**src/rtl/mem_arbiter_pkg.sv**
```systemverilog
// -----------------------------------------------------------------------------
// mem_arbiter_pkg
// Shared definitions for the memory arbiter: FSM state encoding, default
// line/latency parameters and a small state-decode helper.
// -----------------------------------------------------------------------------
package mem_arbiter_pkg;

  // Default cache-line length (words) and memory read latency (cycles).
  localparam int LINE_WORDS_DEF = 8;
  localparam int MEM_LAT_DEF    = 4;

  // FSM state encoding.
  localparam logic [1:0] ST_IDLE   = 2'd0;
  localparam logic [1:0] ST_FILL_I = 2'd1;
  localparam logic [1:0] ST_FILL_D = 2'd2;
  localparam logic [1:0] ST_WRITE  = 2'd3;

  // True for either line-fill state.
  function automatic logic is_fill(input logic [1:0] st);
    return (st == ST_FILL_I) || (st == ST_FILL_D);
  endfunction

endpackage

```
**src/rtl/mem_arb_counter.sv**
```systemverilog
// -----------------------------------------------------------------------------
// mem_arb_counter
// Loadable, clearable up-counter with enable. Priority: clr > load > en.
// Ports:
//   clk, rst  - clock, asynchronous active-high reset (clears count)
//   clr       - synchronous clear to zero
//   load      - synchronous load of load_val
//   load_val  - value loaded when load is high
//   en        - increment by one (wraps at 2**WIDTH)
//   cnt       - current count
// -----------------------------------------------------------------------------
module mem_arb_counter #(
  parameter int WIDTH = 4
) (
  input  logic             clk,
  input  logic             rst,
  input  logic             clr,
  input  logic             load,
  input  logic [WIDTH-1:0] load_val,
  input  logic             en,
  output logic [WIDTH-1:0] cnt
);

  logic [WIDTH-1:0] cnt_q;
  logic [WIDTH-1:0] cnt_d;

  always_comb begin
    cnt_d = cnt_q;
    if (clr) begin
      cnt_d = '0;
    end else if (load) begin
      cnt_d = load_val;
    end else if (en) begin
      cnt_d = cnt_q + WIDTH'(1);
    end
  end

  always_ff @(posedge clk or posedge rst) begin
    if (rst) begin
      cnt_q <= '0;
    end else begin
      cnt_q <= cnt_d;
    end
  end

  assign cnt = cnt_q;

endmodule

```
**src/rtl/mem_arbiter.sv**
```systemverilog
// -----------------------------------------------------------------------------
// mem_arbiter
// Arbitrates a single memory port between an instruction-side line-fill
// requester and a data-side requester (line fill or single-word write).
// The data side always wins simultaneous requests. A fill issues LINE_WORDS
// consecutive reads starting at the line base and forwards the returned words
// with their index; the last returned word pulses the owner's done strobe.
// Ports:
//   clk, rst               - clock, asynchronous active-high reset
//   i_req, i_addr          - instruction-side fill request and byte address
//   d_req, d_wr, d_addr,
//   d_wdata                - data-side request (d_wr=1 write, 0 fill)
//   i_grant, d_grant       - requester currently owns memory
//   fill_valid, fill_data,
//   fill_idx               - returned line word and its index in the line
//   i_done, d_done         - one-cycle completion pulses
//   mem_en, mem_wr,
//   mem_addr, mem_wdata    - memory request side
//   mem_rdata, mem_rvalid  - memory read return
//   busy                   - FSM is not idle
// -----------------------------------------------------------------------------
module mem_arbiter
  import mem_arbiter_pkg::*;
#(
  parameter int DWIDTH     = 16,
  parameter int AWIDTH     = 16,
  parameter int LINE_WORDS = LINE_WORDS_DEF,
  parameter int MEM_LAT    = MEM_LAT_DEF
) (
  input  logic                          clk,
  input  logic                          rst,
  input  logic                          i_req,
  input  logic [AWIDTH-1:0]             i_addr,
  input  logic                          d_req,
  input  logic                          d_wr,
  input  logic [AWIDTH-1:0]             d_addr,
  input  logic [DWIDTH-1:0]             d_wdata,
  output logic                          i_grant,
  output logic                          d_grant,
  output logic                          fill_valid,
  output logic [DWIDTH-1:0]             fill_data,
  output logic [$clog2(LINE_WORDS)-1:0] fill_idx,
  output logic                          i_done,
  output logic                          d_done,
  output logic                          mem_en,
  output logic                          mem_wr,
  output logic [AWIDTH-1:0]             mem_addr,
  output logic [DWIDTH-1:0]             mem_wdata,
  input  logic [DWIDTH-1:0]             mem_rdata,
  input  logic                          mem_rvalid,
  output logic                          busy
);

  localparam int IDXW = $clog2(LINE_WORDS);
  // Issue counter needs one extra bit so it can sit at LINE_WORDS once all
  // reads have been issued while the fill waits for the returns.
  localparam int IW = IDXW + 1;
  localparam logic [IW-1:0]     ISSUE_END = IW'(LINE_WORDS);
  localparam logic [IDXW-1:0]   LAST_IDX  = IDXW'(LINE_WORDS - 1);
  // A line spans LINE_WORDS 2-byte words, so the byte offset is IDXW+1 bits.
  localparam logic [AWIDTH-1:0] LINE_MASK = AWIDTH'(2 * LINE_WORDS - 1);

  // Elaboration-time sanity check on the geometry parameters.
  if (MEM_LAT < 1 || LINE_WORDS < 2 || (LINE_WORDS & (LINE_WORDS - 1)) != 0) begin : g_bad_params
    $error("mem_arbiter: LINE_WORDS must be a power of two >= 2 and MEM_LAT >= 1");
  end

  logic [1:0]        state_q, state_d;
  logic [AWIDTH-1:0] addr_q,  addr_d;
  logic [DWIDTH-1:0] wdata_q, wdata_d;

  logic [IW-1:0]     issue_cnt;
  logic [IDXW-1:0]   ret_cnt;

  logic              in_fill;
  logic              in_write;
  logic              issuing;
  logic              last_word;
  logic [AWIDTH-1:0] fill_base;

  assign in_fill   = is_fill(state_q);
  assign in_write  = (state_q == ST_WRITE);
  assign issuing   = in_fill && (issue_cnt < ISSUE_END);
  assign last_word = in_fill && mem_rvalid && (ret_cnt == LAST_IDX);
  assign fill_base = addr_q & ~LINE_MASK;

  // Next-state logic. Address and write data are captured only on the
  // IDLE exit edge, so requester activity during an operation is ignored.
  always_comb begin
    state_d = state_q;
    addr_d  = addr_q;
    wdata_d = wdata_q;
    case (state_q)
      ST_IDLE: begin
        if (d_req) begin
          addr_d  = d_addr;
          wdata_d = d_wdata;
          state_d = d_wr ? ST_WRITE : ST_FILL_D;
        end else if (i_req) begin
          addr_d  = i_addr;
          state_d = ST_FILL_I;
        end
      end
      ST_FILL_I, ST_FILL_D: begin
        if (last_word) begin
          state_d = ST_IDLE;
        end
      end
      default: begin
        // WRITE is a single cycle.
        state_d = ST_IDLE;
      end
    endcase
  end

  always_ff @(posedge clk or posedge rst) begin
    if (rst) begin
      state_q <= ST_IDLE;
      addr_q  <= '0;
      wdata_q <= '0;
    end else begin
      state_q <= state_d;
      addr_q  <= addr_d;
      wdata_q <= wdata_d;
    end
  end

  // Both counters are held at zero outside a fill, so each fill starts at 0.
  mem_arb_counter #(.WIDTH(IW)) u_issue_cnt (
    .clk      (clk),
    .rst      (rst),
    .clr      (!in_fill),
    .load     (1'b0),
    .load_val ('0),
    .en       (issuing),
    .cnt      (issue_cnt)
  );

  mem_arb_counter #(.WIDTH(IDXW)) u_ret_cnt (
    .clk      (clk),
    .rst      (rst),
    .clr      (!in_fill),
    .load     (1'b0),
    .load_val ('0),
    .en       (in_fill && mem_rvalid),
    .cnt      (ret_cnt)
  );

  // Outputs decode from the registered state and counters.
  assign i_grant = (state_q == ST_FILL_I);
  assign d_grant = (state_q == ST_FILL_D) || in_write;
  assign busy    = (state_q != ST_IDLE);

  assign mem_en    = issuing || in_write;
  assign mem_wr    = in_write;
  assign mem_wdata = in_write ? wdata_q : '0;

  always_comb begin
    mem_addr = '0;
    if (in_write) begin
      mem_addr = addr_q & ~AWIDTH'(1);
    end else if (issuing) begin
      mem_addr = fill_base + AWIDTH'({issue_cnt, 1'b0});
    end
  end

  // Returns outside a fill are dropped; data is zeroed when not valid.
  assign fill_valid = in_fill && mem_rvalid;
  assign fill_data  = fill_valid ? mem_rdata : '0;
  assign fill_idx   = ret_cnt;

  assign i_done = last_word && (state_q == ST_FILL_I);
  assign d_done = (last_word && (state_q == ST_FILL_D)) || in_write;

endmodule
```
**config.mk**
```make
export PLATFORM = sky130hd
export DESIGN_NAME = mem_arbiter
export DESIGN_NICKNAME = d
export VERILOG_FILES = /design/src/rtl/mem_arbiter_pkg.sv /design/src/rtl/mem_arb_counter.sv /design/src/rtl/mem_arbiter.sv
export SDC_FILE = /design/constraint.sdc
export NUM_CORES = 1
export LEC_CHECK = 0
export ABC_AREA = 1
export CORE_MARGIN = 1.5
export CORE_UTILIZATION = 50
export DETAILED_ROUTE_END_ITERATION = 6
export DONT_BUFFER_PORTS = 1
export GPL_ROUTABILITY_DRIVEN = 1
export PLACE_DENSITY = 0.77
export SYNTH_ARGS = -nofsm -noshare
export SYNTH_HDL_FRONTEND = slang
export SYNTH_SLANG_ARGS = --single-unit
```
**constraint.sdc**
```tcl
create_clock -name clk -period 2.55 [get_ports clk]
set_clock_uncertainty 0.2 [all_clocks]
set_input_delay 0.3825 -clock clk [delete_from_list [all_inputs] [get_ports clk]]
set_output_delay 0.3825 -clock clk [all_outputs]
set_load 0.05 [all_outputs]
```
# [After elaboration in Yosys (flattened, before gate mapping)]
# Cells that the tools add are included.
[word_totals] regBits=41 latch_bits=0 ram_bits=0 romBits=0 input_bits=70 output_inout_bits=59 wordCells=48 n_memories=0
[classes] n_addsub=3 mul=0 div_mod_pow=0 n_lt_le_gt_ge=1 n_eq_ne=8 n_shift=0 n_mux=15 bitwise=0 n_reduce_logical=16
[op_table] cell="16-bit two-way mux" count=6
[op_table] cell="16-bit by 5-bit adder with 16-bit output" count=1
[op_table] cell="4-bit two-way mux" count=2
[op_table] cell="2-bit two-way mux" count=3
[op_table] cell="3-bit two-way mux" count=2
[op_table] cell="2-bit AND reduction" count=3
[op_table] cell="1-bit logical AND" count=5
[op_table] cell="4-bit by 1-bit adder with 4-bit output (second input constant)" count=1
[op_table] cell="2-bit == test (second input constant)" count=2
[op_table] cell="1-bit logical OR" count=4
[op_table] cell="4-bit less-than comparator (second input constant)" count=1
[op_table] cell="2-bit != test (second input constant)" count=2
[op_table] cell="2-bit one-hot mux with 2 select lines" count=1
[op_table] cell="2-bit nonzero test" count=2
[op_table] cell="3-bit by 1-bit adder with 3-bit output (second input constant)" count=1
[op_table] cell="3-bit == test (second input constant)" count=1
[op_table] cell="3-bit != test (second input constant)" count=1
[op_table] cell="2-bit by 1-bit == test with 1-bit output (second input constant)" count=1
[op_table] cell="2-bit logical NOT" count=1
[op_table] cell="2-bit by 1-bit != test with 1-bit output (second input constant)" count=1
[op_table] cell="2-bit OR reduction" count=1
[op_table] cell="1-bit two-way mux" count=1

# [Logic depth before layout (Yosys ltp)]
# Gate-level depths: netlist of run 1.
[depth] ltp_word=6 ltp_mapped=11 mapped_depth_nobuf=10

# [Modules after synthesis]
# A second synthesis of run 1 with hierarchy kept.
[unflattened] hier_cells=401 area_unflattened_um2=2626.3
[by_module_without_submodules] module="mem_arbiter" n_inst=1 cells_per_inst=340 area_each_um2=2173.3 seq_area_each_um2=825.8
[by_module_without_submodules] module="mem_arb_counter (u_issue_cnt)" n_inst=1 cells_per_inst=33 area_each_um2=252.7 seq_area_each_um2=100.1
[by_module_without_submodules] module="mem_arb_counter (u_ret_cnt)" n_inst=1 cells_per_inst=28 area_each_um2=200.2 seq_area_each_um2=75.1

# [Worst setup path before layout of run 1]
# No wires, ideal clock.
[synth_timing] path_kind="register to output" start="register state_q[0]" end="output d_done" arrival_ns=2.374 t_required_ns=1.967 setup_slack_ns=-0.407 path_stages_with_launch=7 path_buffers=0 path_cell_list="dfrtp_1 inv_1 ha_1 nand2_2 inv_2 nand2_1 o21ai_0"
[synth_via] elab_chain_len=6 elab_cells_between_ends=8 classes_between="eq/ne: 3; reduce/logical: 5"
[synth_rtl] element="start, declared" line_no="mem_arbiter.sv:68" text="logic [1:0] state_q, state_d;"
[synth_rtl] element="start signal, assigned" line_no="mem_arbiter.sv:122" text="state_q <= state_d;"
[synth_rtl] element="2-bit by 1-bit == test with 1-bit output or 2-bit == test (tied branches)" line_no="mem_arbiter_pkg.sv:20" text="return (st == ST_FILL_I) || (st == ST_FILL_D);"
[synth_rtl] element="1-bit logical OR (*)" line_no="mem_arbiter_pkg.sv:20"
[synth_rtl] element="1-bit logical AND (*)"
[synth_rtl] element="named net fill_valid" line_no="mem_arbiter.sv:40" text="output logic fill_valid,"
[synth_rtl] element="1-bit logical AND (*)" line_no="mem_arbiter.sv:84" text="assign last_word = in_fill && mem_rvalid && (ret_cnt == LAST_IDX);"
[synth_rtl] element="1-bit logical AND (*)" line_no="mem_arbiter.sv:173" text="assign d_done = (last_word && (state_q == ST_FILL_D)) || in_write;"
[synth_rtl] element="1-bit logical OR (*)" line_no="mem_arbiter.sv:173"
[synth_rtl] element="end, declared" line_no="mem_arbiter.sv:44" text="output logic d_done,"
# Mark *: on every way through the listed nets, which the timed path passes. The rest lies on a longest branch.

# [Final worst setup path of run 1]
[layout_timing] start="register state_q[0]" end="output mem_addr[8]"
[layout_via] elab_chain_len=5 elab_cells_between_ends=7 classes_between="eq/ne: 3; mux: 2; reduce/logical: 2"
[layout_rtl] element="2-bit by 1-bit == test with 1-bit output or 2-bit == test (tied branches)" line_no="mem_arbiter_pkg.sv:20"
[layout_rtl] element="1-bit logical OR" line_no="mem_arbiter_pkg.sv:20"
[layout_rtl] element="1-bit logical AND" line_no="mem_arbiter.sv:83" text="assign issuing = in_fill && (issue_cnt < ISSUE_END);"
[layout_rtl] element="16-bit two-way mux" line_no="mem_arbiter.sv:162" text="end else if (issuing) begin"
[layout_rtl] element="16-bit two-way mux (*)" line_no="mem_arbiter.sv:160" text="if (in_write) begin"
[layout_rtl] element="end, declared" line_no="mem_arbiter.sv:47" text="output logic [AWIDTH-1:0] mem_addr,"
# Mark *: on every way between the ends. The rest lies on a longest branch, timed or not.

==> results of run 1 <==
[registers in the layout, summed over array words and instances, names as in the netlist]
name	flops
wdata_q	16
addr_q	15
u_issue_cnt.cnt	4
u_ret_cnt.cnt	3
state_q	2
[layer usage]
metal / part of all wire (%) / up-vias / GRT usage, %
li1: - / 1165 / -
met1: 37 / 1077 / 27.9
met2: 52 / 82 / 39.9
met3: 9.9 / 4 / 11.5
met4: 0.77 / 0 / 8.44
met5: 0 / - / 0
[repair_timing]
action | CTS | global route
pin swaps | 0 | 6
endpoints found under the setup margin | 11 | 12
resized for setup | 3 | 21
hold buffers | 1 | 0
cloned | 0 | 1
hold endpoints to repair | 40 | 0
buffers inserted | 0 | 3
[layout make-up]
cell class	count	area (µm²)	area share (%)
tap	67	83.8	2.37
clock inverter	2	12.5	0.353
multi-input combinational	228	1280	36.1
timing repair inverter	1	7.51	0.212
sequential	40	1000	28.3
timing repair buffer	65	866	24.4
clock buffer	5	68.8	1.94
inverter	57	221	6.25
[final timing paths]
path / startpoint / endpoint / slack, ns / depth (start not counted)
hold / removal: i_addr[10] / addr_q[10]$_DFFE_PP0P_ / 0.03 / 2
setup reg to reg: state_q[0]$_DFFE_PP0P_ / state_q[1]$_DFFE_PP0P_ / 0.73 / 10
setup / recovery: state_q[0]$_DFFE_PP0P_ / mem_addr[8] / 0.03 / 9
hold reg to reg: wdata_q[12]$_DFFE_PP0P_ / wdata_q[12]$_DFFE_PP0P_ / 0.31 / 1
max in group asynchronous: rst / u_issue_cnt.cnt[3]$_DFFE_PP0P_ / 1.32 / 3
min in group asynchronous: rst / addr_q[8]$_DFFE_PP0P_ / 0.46 / 3
[power by group through the flow]
stage          clock network, mW  registers, mW  logic (mW)
4_1_cts                    0.418           1.20        3.64
6_report                   0.409           1.20        3.82
5_1_grt                    0.440           1.24        4.06
2_1_floorplan                  0           1.17        2.32
3_5_place_dp                   0           1.21        3.59
3_3_place_gp                   0           1.18        3.51
[cell families after synthesis]
group,count (synthesis)
and+or+nand+nor,166
AOI/OAI and AO/OA,35
DFF,40
xor gates and xnor gates,1
muxes,16
buffers and inverters,70
adders and majority gates,9
other,1
[cell usage in the layout, fill, tap and decap left out, types with 7 or more instances in the layout]
| master | synthesis | final |
|---|---|---|
| mux2_2 | 16 | 16 |
| nor2_1 | 52 | 45 |
| inv_1 | 53 | 49 |
| a31oi_1 | 15 | 15 |
| buf_4 | 5 | 34 |
| nand3_1 | 13 | 13 |
| ha_1 | 9 | 7 |
| nand2_1 | 89 | 84 |
| buf_12 | 0 | 30 |
| dfrtp_1 | 40 | 39 |
[worst max-delay path: cells and delay by family (launching register included)]
family                   cells  cell delay (ns)
flip-flops                   1             0.43
buffers and inverters        4             0.41
AND/OR/NAND/NOR              4             0.49
adder cells (fa/ha/maj)      1             0.31
[through the flow]
step	utilization, %	instances	hold slack (ns)	area (µm²)	total power [mW]
3_3_place_gp	70.4	453	0.223	3350	4.70
4_1_cts	72.7	461	0.0229	3460	5.25
6_report	74.5	465	0.0313	3540	5.43
2_1_floorplan	-	338	0.279	2510	3.49
3_5_place_dp	70.4	453	0.238	3350	4.80
5_1_grt	74.5	465	0.0181	3540	5.74
==> results.txt, run 1 <==
Status: completed
Fillers: 340
Initial antenna violation count: 0
Worst-Margin Slew: 0.536 ns
Final wirelength: 6260 µm
First-pass DRT Iterations: 4
I/O Pins: 129
Synthesized flop and latch total: 40
Final setup violation count: 0
CP Launch Type: register
Pre-CTS setup slack: 0.178 ns
Global-route wire length before repair: 10000 µm
Crit end category: output pin
Port bufs: 0
Clock power frac: 7.5%
Part of the power in combinational logic: 70.3%
Synth warn: 0
Adder-cell share of the synthesized area: 4.51%
Synth Area in Simple Gates: 27.2%
Placeable Area: 4750 µm²
P_leak: 1.84 nW
Cell mode on critical path: nor2_4
Pwr Density: 1530 nW/µm²
Max-slew violations: 0
FP Rows: 25
Die ar.: 5430 µm²
Worst-path clk slew: 0.08 ns
Minimum clock period after layout: 2.52 ns
CTS tree: built
Root buf cell: clkbuf_8
Post-route clock period utilization: 98.8%
Via count: 2328
Syn Std Cell Area: 2500 µm²
Total grt overflow: 0
Clock sink count: 40
Mux contribution to synthesized area: 7.22%
Max-Cap Viols: 0
Cell accounting for the most synthesized area: dfrtp_1
Htree depth: 2
DR vias/cell: 5.01
Iteration-0 DRC count of the detailed router: 139
Final #Nets: 477
RSZ-0062 raised after global routing: true
Post-synth EDFFs: 0
Area Growth Syn to Fin: 41.9%
Sequential share of the synthesized area: 40.1%
CP peak stage delay: 0.43 ns
Post-DR wirelength/cell: 13.5 µm
Hold crit path type: primary input to register
Clk buf depth: 2
Die height: 73.7 µm
P_int: 2.64 mW
CTS Buf Count: 5
WS Path Type: register to output pin
Setup TNS: 0 ns
Count leader, synth: nand2_1
Sequential share of power: 22.1%
Syn nets: 417
Ant diodes: 0
Number of global-route vias before repair: 2244
Syn Inst Count: 338
Main combinational cell family by area after synthesis: simple AND/OR/NAND/NOR gates
Yosys cell types: 31
Sw Share: 51.4%
Critical Path AT: 1.94 ns
Worst-Skew Late Latency: 0.29 ns
Slowest cell on crit path: dfrtp_1
Compound-Gate Fraction of Synth Area: 8.62%
Worst-path fanout max: 7
Synthesized area per cell: 7.39 µm²
Share of synthesized registers carrying an async set or reset: 100%
Worst EP required: 1.97 ns
Largest net degree at the start of global routing: 41
Initial Util: 52.5%
Ranking of synthesized cells by area: dfrtp_1, nand2_1, inv_1, nor2_1, mux2_2
Hold Vio Cnt, Final: 0
GP Congestion: 0.861
Post-synth top cells: nand2_1, inv_1, nor2_1, dfrtp_1, mux2_2
Fraction of layout cells with a size suffix above 1: 31.2%
Placed wire-length estimate: 4810 µm
Gr usage total: 24.4%
Rel. slew slack: 64.3%
Post-route ant nets: 0
Drt drc: 0
Top cell type's share of synthesized area: 40.1%
Fin worst setup slack: 0.0314 ns
Maximum vdd ir drop: 0.774 mV
Max Fclk: 397 MHz
P_sw: 2.79 mW
Critical-path cell list: inv_2 -> ha_4 -> inv_4 -> nor2_4 -> nor2_4 -> clkinvlp_4 -> nand2_1 -> nor2_2 -> buf_12
Top_reg_cell synth: dfrtp_1
Die X: 73.7 µm
Xor-xnor portion of the synthesized cell area: 0.351%
No activity file was read; power rests on OpenSTA's default activity.
==> run 2: changes to the inputs <==
--- a/config.mk
+++ b/config.mk
@@ -14,4 +14,5 @@
 export PLACE_DENSITY = 0.77
 export SYNTH_ARGS = -nofsm -noshare
 export SYNTH_HDL_FRONTEND = slang
+export SYNTH_HIERARCHICAL = 1
 export SYNTH_SLANG_ARGS = --single-unit
==> results.txt, run 2 <==
Fin worst setup slack: 0.0973 ns
Max Fclk: 408 MHz
Commonest non-fill, non-tap cells in the layout: nand2_1, inv_1, nor2_1, dfrtp_1, buf_4
Top_reg_cell synth: dfrtp_1
P_leak: 2.08 nW
Pwr Density: 1480 nW/µm²
Synth warn: 6
Share of synthesized registers carrying an async set or reset: 100%
Htree depth: 2
Initial antenna violation count: 1
Via count: 2723
Highest routed layer: met4
CP Launch Type: register
Post-synth top cells: nand2_1, inv_1, nor2_1, dfrtp_1, a31oi_1
Drt drc: 0
Post-DR wirelength/cell: 12.4 µm
Area Growth Syn to Fin: 43.5%
Sequential share of the synthesized area: 38.1%
CTS tree: built
Count leader, synth: nand2_1
DR vias/cell: 4.92
Cell accounting for the most synthesized area: dfrtp_1
Clk buf depth: 2
Die ar.: 5700 µm²
Total grt overflow: 0
Initial Util: 51.8%
Post-route clock period utilization: 96.2%
Worst-path clk slew: 0.07 ns
Layout Cells excl Fill: 553
WS Path Type: register to output pin
Most flop-heavy register: wdata_q
Crit end category: output pin
Global-route wire length before repair: 10600 µm
Sw Share: 52.7%
Placeable Area: 5070 µm²
Wire length on met3: 430 µm
Hold Vio Cnt, Final: 0
Ranking of synthesized cells by area: dfrtp_1, nand2_1, inv_1, nor2_1, a31oi_1
Worst r2r path cells: 7
Final #Nets: 559
Critical Path AT: 1.87 ns
Iteration-0 DRC count of the detailed router: 128
RSZ-0062 raised after global routing: false
Maximum vdd ir drop: 0.770 mV
Hold Path Cell Cnt: 2
Most common cell after layout, fill and taps aside: nand2_1
P_int: 2.63 mW
Syn Std Cell Area: 2630 µm²
Worst EP required: 1.97 ns
Hold crit path type: primary input to register
Fraction of layout cells with a size suffix above 1: 23.4%
Status: completed
Top cell type's share of synthesized area: 38.1%
Setup TNS: 0 ns
P_sw: 2.93 mW
Worst-path fanout max: 5
Syn Inst Count: 401
Worst-Skew Late Latency: 0.28 ns
Largest net degree at the start of global routing: 34
Placed wire-length estimate: 5350 µm
Yosys cell types: 32
Max-slew violations: 0
Pre-CTS setup slack: 0.160 ns
Die X: 75.5 µm
Final Util: 74.3%
FP Rows: 26
CTS Buf Count: 5
Met2 WL: 3640 µm
Part of the power in combinational logic: 71.4%
FF-to-FF Start: state_q[0]$_DFFE_PP0P_
Synthesized flop and latch total: 40
I/O Pins: 129
Minimum clock period after layout: 2.45 ns
Reg2reg setup slack: 0.68 ns
Hold Crit Endpoint: wdata_q[15]$_DFFE_PP0P_
Hold path start: d_wdata[15]
Max-Cap Viols: 0
Gr usage total: 24.5%
RR Endpoint: addr_q[12]$_DFFE_PP0P_
First-pass DRT Iterations: 4
Final setup violation count: 0
Synthesized area per cell: 6.55 µm²
Number of global-route vias before repair: 2483
Sequential share of power: 21.1%
Cells after DPL: 536
Root buf cell: clkbuf_8
Clock sink count: 40
Post-route ant nets: 0
Clock power frac: 7.6%
Largest register FFs: 16
Final Power: 5.56 mW
GP Congestion: 0.911
Die height: 75.5 µm
Post-synth EDFFs: 0
Final wirelength: 6850 µm
M1 wire length: 2720 µm
Port bufs: 0
-- run 2: changes by cell type after synthesis, sizes merged, moves of 3 or more --
cell / previous run / this run
nand2: 92 / 154
mux2: 16 / 0
inv: 57 / 66
nor3: 1 / 7
o21ai: 11 / 14
-- run 2: timing repair --
item | in CTS | in global routing
pin swaps | 1 | 0
gates resized for setup | 2 | 12
setup buffers | 2 | 1
hold buffers | 5 | 0
endpoints found under the setup margin | 11 | 9
hold endpoints to repair | 44 | 0
-- run 2: final cells by class --
| class | instances | area, µm² |
|---|---|---|
| timing repair buffer | 70 | 901 |
| sequential | 40 | 1000 |
| clock buffer | 8 | 90.1 |
| fill | 411 | 1310 |
| antenna | 1 | 2.50 |
| inverter | 67 | 262 |
| tap | 70 | 87.6 |
| multi-input combinational | 297 | 1420 |
-- run 2: worst max path at each step --
stage                                start      endpoint  slack [ns]  cells past startpoint
global placement    state_q[0]$_DFFE_PP0P_   mem_addr[7]        0.25                      8
CTS                 state_q[0]$_DFFE_PP0P_   mem_addr[7]        0.02                      8
detailed placement  state_q[0]$_DFFE_PP0P_   mem_addr[7]        0.16                      8
global route        state_q[0]$_DFFE_PP0P_  mem_addr[13]       0.005                      9
finish              state_q[0]$_DFFE_PP0P_   mem_addr[7]         0.1                      8
floorplan           state_q[0]$_DFFE_PP0P_   mem_addr[7]       -0.27                      5
-- run 2: power groups by stage --
| stage | sequential, mW | combinational (mW) | clock (mW) |
|---|---|---|---|
| global placement | 1.15 | 3.76 | 0 |
| CTS | 1.17 | 3.93 | 0.434 |
| finish | 1.17 | 3.97 | 0.421 |
| floorplan | 1.19 | 2.45 | 0 |
| detailed placement | 1.18 | 3.85 | 0 |
| global route | 1.22 | 4.24 | 0.456 |
-- run 2: critical path: stages (launching register included) --
cell,delay (ns)
dfrtp_1,0.40
inv_2,0.08
ha_4,0.29
inv_2,0.07
nor2_4,0.12
nor2_2,0.06
buf_4,0.15
nor3_2,0.18
buf_4,0.22
-- run 2: kinds of logic after synthesis --
| family | share of synthesized area [%] |
|---|---|
| flops | 38.1 |
| other cells | 0.143 |
| simple gates | 35.9 |
| fa+ha+maj | 3.81 |
| xor+xnor | 0.334 |
| buf+inv | 12.8 |
| compound gates | 8.96 |
-- run 2: per-layer routing --
layer,vias to the layer above,GRT usage (%)
li1,1362,-
met3,8,7.54
met1,1274,28.7
met2,79,43.7
met5,-,0
met4,0,6.55
-- run 2: per-stage QoR --
| step | hold WS [ns] | area (µm²) |
|---|---|---|
| after floorplan | -0.0639 | 2730 |
| after global placement | -0.0522 | 3560 |
| after detailed placement | -0.0479 | 3560 |
| after CTS | 0.00265 | 3730 |
| after global routing | 0.00307 | 3770 |
| final | 0.00721 | 3770 |
==> run 3: changes to the inputs <==
--- a/config.mk
+++ b/config.mk
@@ -6,12 +6,15 @@
 export NUM_CORES = 1
 export LEC_CHECK = 0
 export ABC_AREA = 1
+export CAP_MARGIN = 20
 export CORE_MARGIN = 1.5
 export CORE_UTILIZATION = 50
 export DETAILED_ROUTE_END_ITERATION = 6
 export DONT_BUFFER_PORTS = 1
 export GPL_ROUTABILITY_DRIVEN = 1
+export HOLD_SLACK_MARGIN = 0.15
 export PLACE_DENSITY = 0.77
+export SLEW_MARGIN = 0
 export SYNTH_ARGS = -nofsm -noshare
 export SYNTH_HDL_FRONTEND = slang
 export SYNTH_HIERARCHICAL = 1
==> results.txt, run 3 (synthesis gave the netlist of run 2 again) <==
Largest net degree at the start of global routing: 34
Clock sink count: 40
Number of global-route vias before repair: 2895
Initial Util: 51.8%
Minimum clock period after layout: 2.47 ns
Critical Path AT: 1.89 ns
Post-route cell area: 4220 µm²
Final setup violation count: 0
Area of the multi-input gates: 1430 µm²
Max-Cap Viols: 0
Initial antenna violation count: 0
GP Congestion: 0.911
Placed wire-length estimate: 5350 µm
Clock power frac: 7.5%
Final wirelength: 8800 µm
Critical-path cell list: inv_1 -> ha_4 -> inv_2 -> nor2_4 -> nor2_2 -> buf_4 -> nor3_4 -> buf_12
Post-route clock period utilization: 96.8%
Crit end category: output pin
Placeable Area: 5070 µm²
WS Path Type: register to output pin
Worst-path fanout max: 5
Gr usage total: 31.4%
Post-route ant nets: 0
P_leak: 2.28 nW
CP Launch Type: register
Port bufs: 0
Via count: 3028
Flip-flop and latch area: 1000 µm²
Worst-Skew Late Latency: 0.28 ns
Status: completed
Global-route wire length before repair: 13400 µm
Slowest cell on crit path: dfrtp_1
CP delay by family, top: buffers and inverters
Setup TNS: 0 ns
Maximum vdd ir drop: 0.760 mV
CP bufs+invs: 4
Die X: 75.5 µm
Pwr Density: 1360 nW/µm²
Worst-Margin Slew: 0.720 ns
Iteration-0 DRC count of the detailed router: 253
First-pass DRT Iterations: 5
Hold WS: 0.241 ns
Die height: 75.5 µm
Hold crit path type: primary input to register
I/O Pins: 129
P_int: 2.69 mW
Final #Nets: 603
Die ar.: 5700 µm²
Clk buf depth: 2
DR vias/cell: 5.08
FP Rows: 26
Most common cell after layout, fill and taps aside: nand2_1
Fraction of layout cells with a size suffix above 1: 21.1%
Most flop-heavy register: wdata_q
Post-DR wirelength/cell: 14.8 µm
Max Fclk: 405 MHz
CTS tree: built
Worst EP required: 1.97 ns
Area Growth Syn to Fin: 60.6%
Rel. slew slack: 52.0%
RSZ-0062 raised after global routing: true
Ant diodes: 0
CTS Buf Count: 5
Largest register FFs: 16
Commonest non-fill, non-tap cells in the layout: nand2_1, inv_1, dlygate4sd3_1, nor2_1, dfrtp_1
Max-slew violations: 0
Fillers: 313
Total grt overflow: 0
Sequential share of power: 20.7%
Drt drc: 0
Worst-path clk slew: 0.07 ns
Sw Share: 53.1%
Root buf cell: clkbuf_8
Hold Vio Cnt, Final: 0
Part of the power in combinational logic: 71.9%
Htree depth: 2
Placed inst area: 3560 µm²
CP peak stage delay: 0.39 ns
P_sw: 3.04 mW
## run 3: layout make-up
cell class / count / share of cell area, %
timing repair buffer: 114 / 31.9
clock buffer: 8 / 2.14
tap: 70 / 2.08
multi-input combinational: 297 / 33.9
inverter: 67 / 6.20
sequential: 40 / 23.8
## run 3: final timing paths
kind	end	slack [ns]	start	cells after the start
worst max-delay path	mem_addr[8]	0.08	state_q[1]$_DFFE_PP0P_	8
worst min-delay path	state_q[0]$_DFFE_PP0P_	0.24	i_req	5
worst max register to register	addr_q[8]$_DFFE_PP0P_	0.56	state_q[0]$_DFFE_PP0P_	7
worst min register to register	wdata_q[13]$_DFFE_PP0P_	0.29	wdata_q[13]$_DFFE_PP0P_	2
max in group asynchronous	addr_q[13]$_DFFE_PP0P_	1.29	rst	3
min in group asynchronous	u_ret_cnt/cnt[2]$_DFFE_PP0P_	0.27	rst	2
## run 3: tightest hold or removal path: stages
cell and delay (ns):
inv_1 0.05, nand3_1 0.08, nand2_1 0.07, nand2_1 0.06, nand2_1 0.05
## run 3: metal layers
metal	GRT usage, %	vias up	routed length, µm
met3	8.33	28	575
met4	12.3	0	270
li1	-	1443	-
met5	0	-	0
met1	34.8	1400	3150
met2	57.2	157	4810
## run 3: metrics by stage
stage | worst slack, ns | util (%) | power [mW] | cells
after floorplan | -0.270 | - | 3.64 | 417
after global placement | 0.254 | 70.2 | 4.91 | 536
after detailed placement | 0.160 | 70.2 | 5.02 | 536
after CTS | 0.0225 | 82.2 | 5.59 | 595
after global routing | -0.0138 | 83.1 | 6.06 | 596
final | 0.0823 | 83.1 | 5.74 | 596
## run 3: timing repair
action                                 4_1_cts  5_1_grt
resized for setup                            2       13
buffers inserted                             2        1
hold buffers                                49        0
setup endpoints to repair                   11       17
endpoints found under the hold margin       72        0
pin swaps                                    1        0
## run 3: power by group through the flow
stage                     Clock, mW  Combinational (mW)  Sequential [mW]
after CTS                     0.434                3.99             1.17
after floorplan                   0                2.45             1.19
after global placement            0                3.76             1.15
after detailed placement          0                3.85             1.18
final                         0.429                4.12             1.19
after global routing          0.459                4.37             1.23
